==> src/rtl/snake_cmd_tile_writer.sv <==
// Draw-command consumer for the snake core: buffers 32-bit commands, writes logical cells
// (point / rect fill) into the tile colour RAM and forwards physical-pixel opcodes downstream.
module snake_cmd_tile_writer #(
  parameter int CMD_WIDTH      = 32,
  parameter int H_LOGIC_WIDTH  = 5,
  parameter int V_LOGIC_WIDTH  = 5,
  parameter int H_LOGIC_MAX    = 31,
  parameter int V_LOGIC_MAX    = 23,
  parameter int COLOR_ID_WIDTH = 8,
  parameter int FIFO_DEPTH     = 16
) (
  input  logic                                   clk,
  input  logic                                   rst,
  input  logic [CMD_WIDTH-1:0]                   cmd,
  input  logic                                   cmd_vld,
  output logic                                   wr_en,
  output logic [V_LOGIC_WIDTH+H_LOGIC_WIDTH-1:0] wr_addr,
  output logic [COLOR_ID_WIDTH-1:0]              wr_data,
  output logic [CMD_WIDTH-1:0]                   phy_cmd,
  output logic                                   phy_cmd_vld,
  input  logic                                   phy_cmd_rdy,
  output logic                                   busy,
  output logic                                   overflow,
  output logic [7:0]                             drop_cnt,
  output logic [2:0]                             dbg_state
);

  localparam int HW = H_LOGIC_WIDTH;
  localparam int VW = V_LOGIC_WIDTH;
  localparam int CW = COLOR_ID_WIDTH;
  localparam int PW = $clog2(FIFO_DEPTH);
  localparam int F0 = CMD_WIDTH - 5;  // top bit of the first payload field
  localparam logic [HW-1:0] H_MAX_L = H_LOGIC_MAX[HW-1:0];
  localparam logic [VW-1:0] V_MAX_L = V_LOGIC_MAX[VW-1:0];

  typedef enum logic [2:0] {
    S_IDLE  = 3'd0,
    S_LOAD  = 3'd1,
    S_POINT = 3'd2,
    S_RECT  = 3'd3,
    S_FWD   = 3'd4
  } state_t;

  state_t state_q, state_d;

  // FIFO with one extra pointer bit to tell full from empty.
  logic [CMD_WIDTH-1:0] fifo_mem [FIFO_DEPTH];
  logic [PW:0]          wr_ptr_q, rd_ptr_q;
  logic                 fifo_empty, fifo_full, pop, push, push_drop;

  assign fifo_empty = (wr_ptr_q == rd_ptr_q);
  assign fifo_full  = (wr_ptr_q[PW] != rd_ptr_q[PW]) && (wr_ptr_q[PW-1:0] == rd_ptr_q[PW-1:0]);
  assign pop        = (state_q == S_IDLE) && !fifo_empty;
  assign push       = cmd_vld && (!fifo_full || pop);
  assign push_drop  = cmd_vld && fifo_full && !pop;

  always_ff @(posedge clk) begin
    if (push) fifo_mem[wr_ptr_q[PW-1:0]] <= cmd;
  end

  always_ff @(posedge clk) begin
    if (rst) begin
      wr_ptr_q <= '0;
      rd_ptr_q <= '0;
    end else begin
      if (push) wr_ptr_q <= wr_ptr_q + 1'b1;
      if (pop)  rd_ptr_q <= rd_ptr_q + 1'b1;
    end
  end

  logic [CMD_WIDTH-1:0] cur_cmd_q, cur_cmd_d;
  logic [HW-1:0]        cx_q, cx_d, x0_q, x0_d, x1_q, x1_d;
  logic [VW-1:0]        cy_q, cy_d, y1_q, y1_d;
  logic [CW-1:0]        col_q, col_d;
  logic                 wr_en_q, wr_en_d, phy_vld_q, phy_vld_d, overflow_q, overflow_d;
  logic [VW+HW-1:0]     wr_addr_q, wr_addr_d;
  logic [CW-1:0]        wr_data_q, wr_data_d;
  logic [CMD_WIDTH-1:0] phy_cmd_q, phy_cmd_d;
  logic [7:0]           drop_cnt_q, drop_cnt_d;
  logic                 fsm_drop;

  // Field decode of the command currently held by the FSM.
  logic [3:0]    op;
  logic [HW-1:0] px, rx1, rx1_c;
  logic [VW-1:0] py, ry1, ry1_c;
  logic [CW-1:0] pcol, rcol;
  logic          rect_empty, reserved_op;

  assign op          = cur_cmd_q[CMD_WIDTH-1 -: 4];
  assign px          = cur_cmd_q[F0 -: HW];
  assign py          = cur_cmd_q[F0-HW -: VW];
  assign pcol        = cur_cmd_q[F0-HW-VW -: CW];
  assign rx1         = cur_cmd_q[F0-HW-VW -: HW];
  assign ry1         = cur_cmd_q[F0-2*HW-VW -: VW];
  assign rcol        = cur_cmd_q[CW-1:0];
  assign rx1_c       = (rx1 > H_MAX_L) ? H_MAX_L : rx1;
  assign ry1_c       = (ry1 > V_MAX_L) ? V_MAX_L : ry1;
  assign rect_empty  = (px > rx1_c) || (py > ry1_c);
  assign reserved_op = !op[3] && (op > 4'd1);

  always_ff @(posedge clk) begin
    if (rst) state_q <= S_IDLE;
    else     state_q <= state_d;
  end

  always_comb begin
    state_d = state_q;
    case (state_q)
      S_IDLE:  if (!fifo_empty) state_d = S_LOAD;
      S_LOAD: begin
        if (op[3])               state_d = S_FWD;
        else if (op == 4'd0)     state_d = S_POINT;
        else if (op == 4'd1)     state_d = rect_empty ? S_IDLE : S_RECT;
        else                     state_d = S_IDLE;
      end
      S_POINT: state_d = S_IDLE;
      S_RECT:  if ((cx_q == x1_q) && (cy_q == y1_q)) state_d = S_IDLE;
      S_FWD:   if (phy_vld_q && phy_cmd_rdy) state_d = S_IDLE;
      default: state_d = S_IDLE;
    endcase
  end

  always_comb begin
    cur_cmd_d = pop ? fifo_mem[rd_ptr_q[PW-1:0]] : cur_cmd_q;
    cx_d      = cx_q;
    cy_d      = cy_q;
    x0_d      = x0_q;
    x1_d      = x1_q;
    y1_d      = y1_q;
    col_d     = col_q;
    wr_en_d   = 1'b0;
    wr_addr_d = wr_addr_q;
    wr_data_d = wr_data_q;
    phy_vld_d = 1'b0;
    phy_cmd_d = phy_cmd_q;
    fsm_drop  = 1'b0;
    case (state_q)
      S_LOAD: begin
        cx_d     = px;
        cy_d     = py;
        x0_d     = px;
        x1_d     = rx1_c;
        y1_d     = ry1_c;
        col_d    = rcol;
        fsm_drop = reserved_op;
      end
      S_POINT: begin
        if (py <= V_MAX_L) begin
          wr_en_d   = 1'b1;
          wr_addr_d = {py, px};
          wr_data_d = pcol;
        end else begin
          fsm_drop = 1'b1;
        end
      end
      S_RECT: begin
        wr_en_d   = 1'b1;
        wr_addr_d = {cy_q, cx_q};
        wr_data_d = col_q;
        if (cx_q == x1_q) begin
          cx_d = x0_q;
          if (cy_q != y1_q) cy_d = cy_q + 1'b1;
        end else begin
          cx_d = cx_q + 1'b1;
        end
      end
      S_FWD: begin
        phy_cmd_d = cur_cmd_q;
        phy_vld_d = !(phy_vld_q && phy_cmd_rdy);
      end
      default: ;
    endcase
  end

  // A FIFO overflow and an FSM discard can land in the same cycle, so the step can be 2.
  logic [1:0] drop_inc;
  logic [8:0] drop_sum;
  assign drop_inc   = {1'b0, push_drop} + {1'b0, fsm_drop};
  assign drop_sum   = {1'b0, drop_cnt_q} + {7'b0, drop_inc};
  assign drop_cnt_d = drop_sum[8] ? 8'hFF : drop_sum[7:0];
  assign overflow_d = overflow_q | push_drop;

  always_ff @(posedge clk) begin
    if (rst) begin
      cur_cmd_q  <= '0;
      cx_q       <= '0;
      cy_q       <= '0;
      x0_q       <= '0;
      x1_q       <= '0;
      y1_q       <= '0;
      col_q      <= '0;
      wr_en_q    <= 1'b0;
      wr_addr_q  <= '0;
      wr_data_q  <= '0;
      phy_vld_q  <= 1'b0;
      phy_cmd_q  <= '0;
      drop_cnt_q <= '0;
      overflow_q <= 1'b0;
    end else begin
      cur_cmd_q  <= cur_cmd_d;
      cx_q       <= cx_d;
      cy_q       <= cy_d;
      x0_q       <= x0_d;
      x1_q       <= x1_d;
      y1_q       <= y1_d;
      col_q      <= col_d;
      wr_en_q    <= wr_en_d;
      wr_addr_q  <= wr_addr_d;
      wr_data_q  <= wr_data_d;
      phy_vld_q  <= phy_vld_d;
      phy_cmd_q  <= phy_cmd_d;
      drop_cnt_q <= drop_cnt_d;
      overflow_q <= overflow_d;
    end
  end

  assign wr_en       = wr_en_q;
  assign wr_addr     = wr_addr_q;
  assign wr_data     = wr_data_q;
  assign phy_cmd     = phy_cmd_q;
  assign phy_cmd_vld = phy_vld_q;
  assign overflow    = overflow_q;
  assign drop_cnt    = drop_cnt_q;
  assign busy        = !fifo_empty || (state_q != S_IDLE) || wr_en_q;
  assign dbg_state   = state_q;

endmodule

==> config.mk <==
export PLATFORM = sky130hd
export DESIGN_NAME = snake_cmd_tile_writer
export DESIGN_NICKNAME = d
export VERILOG_FILES = /design/src/rtl/snake_cmd_tile_writer.sv
export SDC_FILE = /design/constraint.sdc
export NUM_CORES = 1
export LEC_CHECK = 0
export ABC_AREA = 1
export CORE_MARGIN = 5
export CORE_UTILIZATION = 50
export DETAILED_ROUTE_END_ITERATION = 16
export PLACE_DENSITY = 0.78
export RECOVER_POWER = 50
export SETUP_SLACK_MARGIN = 0.3
export SLEW_MARGIN = 5
export SYNTH_ARGS = -nofsm -noshare
export SYNTH_HDL_FRONTEND = slang
export SYNTH_SLANG_ARGS = --single-unit
==> constraint.sdc <==
create_clock -name clk -period 3.9 [get_ports clk]
set_clock_uncertainty 0.1 [all_clocks]
set_input_delay 0.78 -clock clk [delete_from_list [all_inputs] [get_ports clk]]
set_output_delay 0.78 -clock clk [all_outputs]
set_load 0.1 [all_outputs]
Word-level counts from Yosys, hierarchy flattened. Memories as Yosys holds them, arrays and structs flattened. A register that Yosys moved wholly into a read port is not among the register bits. Index checks and enable logic that the tools add are counted. Widths: inputs -> output; s select.

Register bits after elaboration: 107. Bits in writable memories: 512. Bits of input ports: 36. Output and inout port bits: 65. Word-level logic and storage cells: 100. Memories: 1.

Memory list: fifo_mem (words 16, bits a word 32, rd ports 1, clocked after Yosys merged registers in 1, wr ports 1, RTL line 47) `logic [CMD_WIDTH-1:0] fifo_mem [FIFO_DEPTH];`.

Add/sub/neg operators: 6. Order comparisons: 6. Eq/ne operators: 17. Mux-type cells: 26. Bitwise gates (word level): 2. Reductions and logical operators: 26.

Operators with widths (number): $mux 5 (5); $add 5x1->5 const B (4); $pmux 10 s2 (1); $pmux 5 s2 (2); $mux 8 (2); $pmux 8 s2 (1); $eq 5x5->1 (3); $mux 3 (4); $ne 2x2->1 const B (6); $pmux 3 s4 (1); $gt 5x5->1 (2); $gt 5x5->1 const B (2); $mux 10 (1); $add 8x2->9 (1); $logic_and 1x1->1 (8); $eq 3x2->1 const B (2); $mux 2 (3); $reduce_and 3->1 (2); $le 5x5->1 const B (1); $logic_not 1->1 (5); $ne 5x5->1 (1); $eq 4x1->1 const B (1); $eq 4x4->1 (1); $gt 4x1->1 const B (1); 15 further kinds (23).

Longest topological paths before layout.
Depth in word-level cells: 9. Depth in mapped cells: 15. Gate-level depth less buffers: 13.

Worst setup path after synthesis. OpenSTA, ideal clock, no wires.

Path kind: reg-to-reg. From: register state_q[0], in the netlist dbg_state[0]. To: register drop_cnt_q[0], in the netlist drop_cnt[0]. Library setup time: 0.071 ns. Data arrival time: 3.474 ns. Required time: 3.729 ns. Setup slack: 0.255 ns. Cell stages (with the launch flop): 15. Buffers on the path: 2. Cell sequence: dfxtp_1 > nand2_2 > nor2_1 > buf_2 > buf_1 > a21oi_1 > fa_1 > inv_1 > ha_1 > nand2_1 > nor3b_1 > nand2_1 > nor2_1 > inv_1 > a21oi_1.

Longest elaborated chain between the ends: 7.

Ends and longest elaborated chain: start, declared (RTL line 44) `state_t state_q, state_d;`; start signal, assigned (RTL line 103) `else state_q <= state_d;`; branches (longest 4 deep; another with $eq 3x2->1); $add 1x1->2 * (RTL line 178) `assign drop_inc = {1'b0, push_drop} + {1'b0, fsm_drop};`; $add 8x2->9 * (RTL line 179) `assign drop_sum = {1'b0, drop_cnt_q} + {7'b0, drop_inc};`; $mux 8 * (RTL line 180) `assign drop_cnt_d = drop_sum[8] ? 8'hFF : drop_sum[7:0];`; end signal, assigned (RTL line 212) `drop_cnt_q <= drop_cnt_d;`; end, declared (RTL line 79) `logic [7:0] drop_cnt_q, drop_cnt_d;`.

Every way passes the cells marked *. A chain may end at the register's enable or synchronous reset.

Final worst setup path.
From: register state_q[2], in the netlist dbg_state[2]. To: register cy_q[4].

Longest elaborated chain between the ends: 3.

Ends and longest elaborated chain: $eq 3x2->1 or $eq 3x1->1 (tied branches) (RTL line 137) `case (state_q)`; $ne 2x2->1 (no line) or $reduce_bool 2->1 (tied branches); $reduce_and 3->1 (no line); end signal, assigned (RTL line 202) `cy_q <= cy_d;`; end, declared (RTL line 73) `logic [VW-1:0] cy_q, cy_d, y1_q, y1_d;`.

Parallel ways exist; a longest one is shown, timed or not.

==> impl_results.md <==
* Synth Register Bits at 651
* Crit-path cells: inv_1 > nand2_1 > nor2_1 > clkbuf_1 > inv_1 > nand2_1 > inv_1 > nor2_1 > nor2_1
* Synth area leader: edfxtp_1
* CTS H-Tree Depth at 2
* Critical Path Source Type: register
* Synth Cell Area at 25900 um^2
* Worst-path maximum fanout at 37
* Post-Syn Area per Cell at 11.7 um^2
* LEAKAGE at 9.94 nW
* Setup TNS at 0 ns
* Reg2reg start: dbg_state[2]
* Root Buffer: clkbuf_16
* Final std cells w/o fill at 3000
* Synth Warn # at 0
* Bufs and invs on worst path at 4
* Vias per cell at 5.98
* Peak supply drop at 0.373 mV
* Sw Ratio at 34.9%
* Hold Buf Count CTS at 0
* Crit Path Category: register to register
* Critical path's slowest cell: clkbuf_1
* Setup crit start: dbg_state[2]
* Layout area overhead at 14.5%
* Distinct cells, synth at 42
* Clock tree buffer depth at 3
* Residual DRC at 0
* Placed cell count at 2888
* GPL Wtd Cong at 0.878
* Status: finished with violations
* Pin count of the biggest net entering global routing at 194
* Layout cells sized above 1 at 8.28%
* Share of the synthesized area in the top cell type at 59.4%
* Row cnt at 83
* Net load switching power at 6.94 mW
* Worst slew margin at -25.1%
* P_int at 13.0 mW
* PD cells at 672 nW/um^2
* Hold Fails Final Rpt at 0
* Ys flop type: edfxtp_1
* Drt pass-1 iters at 6
* Cell count along the critical path at 9
* Grt total ovfl at 0
* FF-to-FF path depth at 9
* Reg clk slew, reported paths at 0.07 ns
* Critical Path RT at 4.32 ns
* TritonCTS clock tree: yes
* RSZ-0062 raised after global routing: false
* Hold_sp: wr_addr[4]
* Num ports at 101
* Max stage delay on crit path at 1.08 ns
* Ranking of synthesized cells by area: edfxtp_1, dfxtp_1, o21ai_0
* Post-synth EDFFs at 512
* Reg power frac at 41.9%
* Slew Limit Fails at 50
* Die X at 238 um
* Num CTS Buffers at 61
* Async SR Flop Fraction at 0%
* Initial Util at 50.5%
* Vias in the first global route at 17500
* # Post-CTS Setup Buffers at 0
* Routed via count at 18000
* Gate count of the mapped netlist at 2217
* Period utilisation layout at 89.0%
* Core area at 51300 um^2
* Final worst slack at 0.428 ns
* Power, Total at 19.9 mW
* Layout Nets at 2326
* Crit path DAT at 3.90 ns
* Achievable Freq at 0.288 GHz
* Setup violations, final at 0
* Initial antenna violation count at 3
* Clock power frac at 30.8%
* CP delay by family, top: buffers and inverters
* WL/cell at 21.5 um
* DRT iter0 DRCs at 2526
* Gate power share at 27.4%
* Sequential area share after synthesis at 70.2%
* Fin crit period at 3.47 ns
* IO buf count at 100
* Post-route ant nets at 0
* Maxcap violations at 1
* Hpwl dp at 37600 um
* Worst hold path type: register to register
* Failing checks: capacitance limit, slew limit
* Resized Gates After CTS at 0
* Mapped Nets at 2272
* Die area at 56400 um^2
* Die Ht at 238 um
* First-pass GRT wire length at 100000 um
* Core Util, Final at 57.8%
* WHS Path Cells at 2
* Total track usage at 22.5%
* CTS Sinks at 651
* Slew @ Worst Pin at 1.88 ns
* DP Worst Slack at 0.531 ns
* Detailed Route WL at 64600 um
* Critical Path End Type: register
* Clk Latency, worst-skew pair at 0.63 ns
* Fillers at 3947
-- area by class of cell --
type / instances / area, um^2 / area share (%)
Clock buffer: 70 / 1560 / 5.27
Sequential cell: 651 / 18200 / 61.3
Antenna cell: 1 / 2.50 / 0.00845
Tap cell: 680 / 851 / 2.87
Multi-Input combinational cell: 1346 / 6820 / 23.0
Inverter: 76 / 294 / 0.992
Clock inverter: 41 / 524 / 1.77
Timing Repair Buffer: 135 / 1410 / 4.77
-- power by group through the flow --
stage / Clock (mW) / Combinational [mW] / Sequential (mW)
after detailed placement: 0 / 5.33 / 8.47
after global routing: 6.50 / 5.94 / 8.37
after floorplan: 0 / 3.41 / 8.96
after CTS: 6.18 / 5.39 / 8.33
after global placement: 0 / 5.15 / 8.46
final: 6.12 / 5.45 / 8.34
-- cell families after synthesis --
family,after synthesis,synth area share [%]
flops,651,70.2
buf+inv,220,3.96
fa+ha+maj,19,0.947
simple gates,678,10.5
mux,1,0.0387
xor+xnor,22,0.773
compound gates,626,13.6
-- worst reg2reg max path, delay by kind of cell, from the launching register on --
family,cells,cell delay (ns)
buffers and inverters,4,1.96
DFF,1,0.36
and+or+nand+nor,5,0.95
-- state kept, by name, indices dropped and copies added (netlist names), 8 cells and up --
register,cells
fifo_mem,512
col_q,8
phy_cmd,32
wr_data,8
cur_cmd_q,32
drop_cnt,8
wr_addr,10
-- path summary, 6_finish.rpt --
kind / endpoint / slack, ns
worst max register to register: cy_q[4] / 0.43
worst max-delay path: cy_q[4] / 0.43
worst min-delay path: wr_addr[4] / 0.37
worst min register to register: wr_addr[4] / 0.37
-- cells in the final DEF (no fill, tap or decap), drive strengths merged --
master	Yosys	routed
edfxtp	512	512
nor2	392	392
o21ai	375	375
nand2	223	223
dfxtp	139	139
a21oi	96	96
inv	76	76
clkbuf	80	73
o22ai	69	69
clkdlybuf4s50	0	67
o221ai	41	41
nand3	36	36
buf	64	33
dlygate4sd3	0	32
o211ai	24	24
clkinv	0	21
a31oi	19	19
ha	18	18
nand4	15	15
xor2	12	12
bufinv	0	11
xnor2	10	10
clkinvlp	0	9
nor3	5	5
or2	2	2
nor4	2	2
diode	0	1
and2	1	1
nor3b	1	1
a22oi	1	1
nand3b	1	1
mux2i	1	1
a211oi	1	1
fa	1	1
-- stage by stage --
step | instance area [um^2] | hold WS, ns
2_1_floorplan | 25900 | 0.337
3_3_place_gp | 27600 | 0.347
3_5_place_dp | 27600 | 0.358
4_1_cts | 29600 | 0.368
5_1_grt | 29600 | 0.384
6_report | 29600 | 0.367
-- synthesized netlist by cell type (12+ instances only) --
library cell	number
nor2_2	20
nand2_1	217
clkbuf_1	78
a31oi_1	19
inv_1	71
xor2_1	12
a21oi_2	15
edfxtp_1	512
nor2_1	372
o211ai_1	24
nand3_1	36
o221ai_1	41
o21ai_0	365
buf_2	39
ha_1	18
dfxtp_1	139
nand4_1	15
a21oi_1	81
o22ai_1	69
-- per-layer routing --
| layer | vias to the layer above | GRT usage, % | wire length [um] | part of all wire (%) |
|---|---|---|---|---|
| met2 | 1074 | 35.9 | 30500 | 47 |
| met5 | - | 0 | 13 | 0.020 |
| met4 | 2 | 6.72 | 1560 | 2.4 |
| li1 | 8066 | - | - | - |
| met3 | 140 | 4.32 | 7000 | 11 |
| met1 | 8672 | 31.8 | 25600 | 40 |
Note: power is estimated with default switching activity, not from simulation.
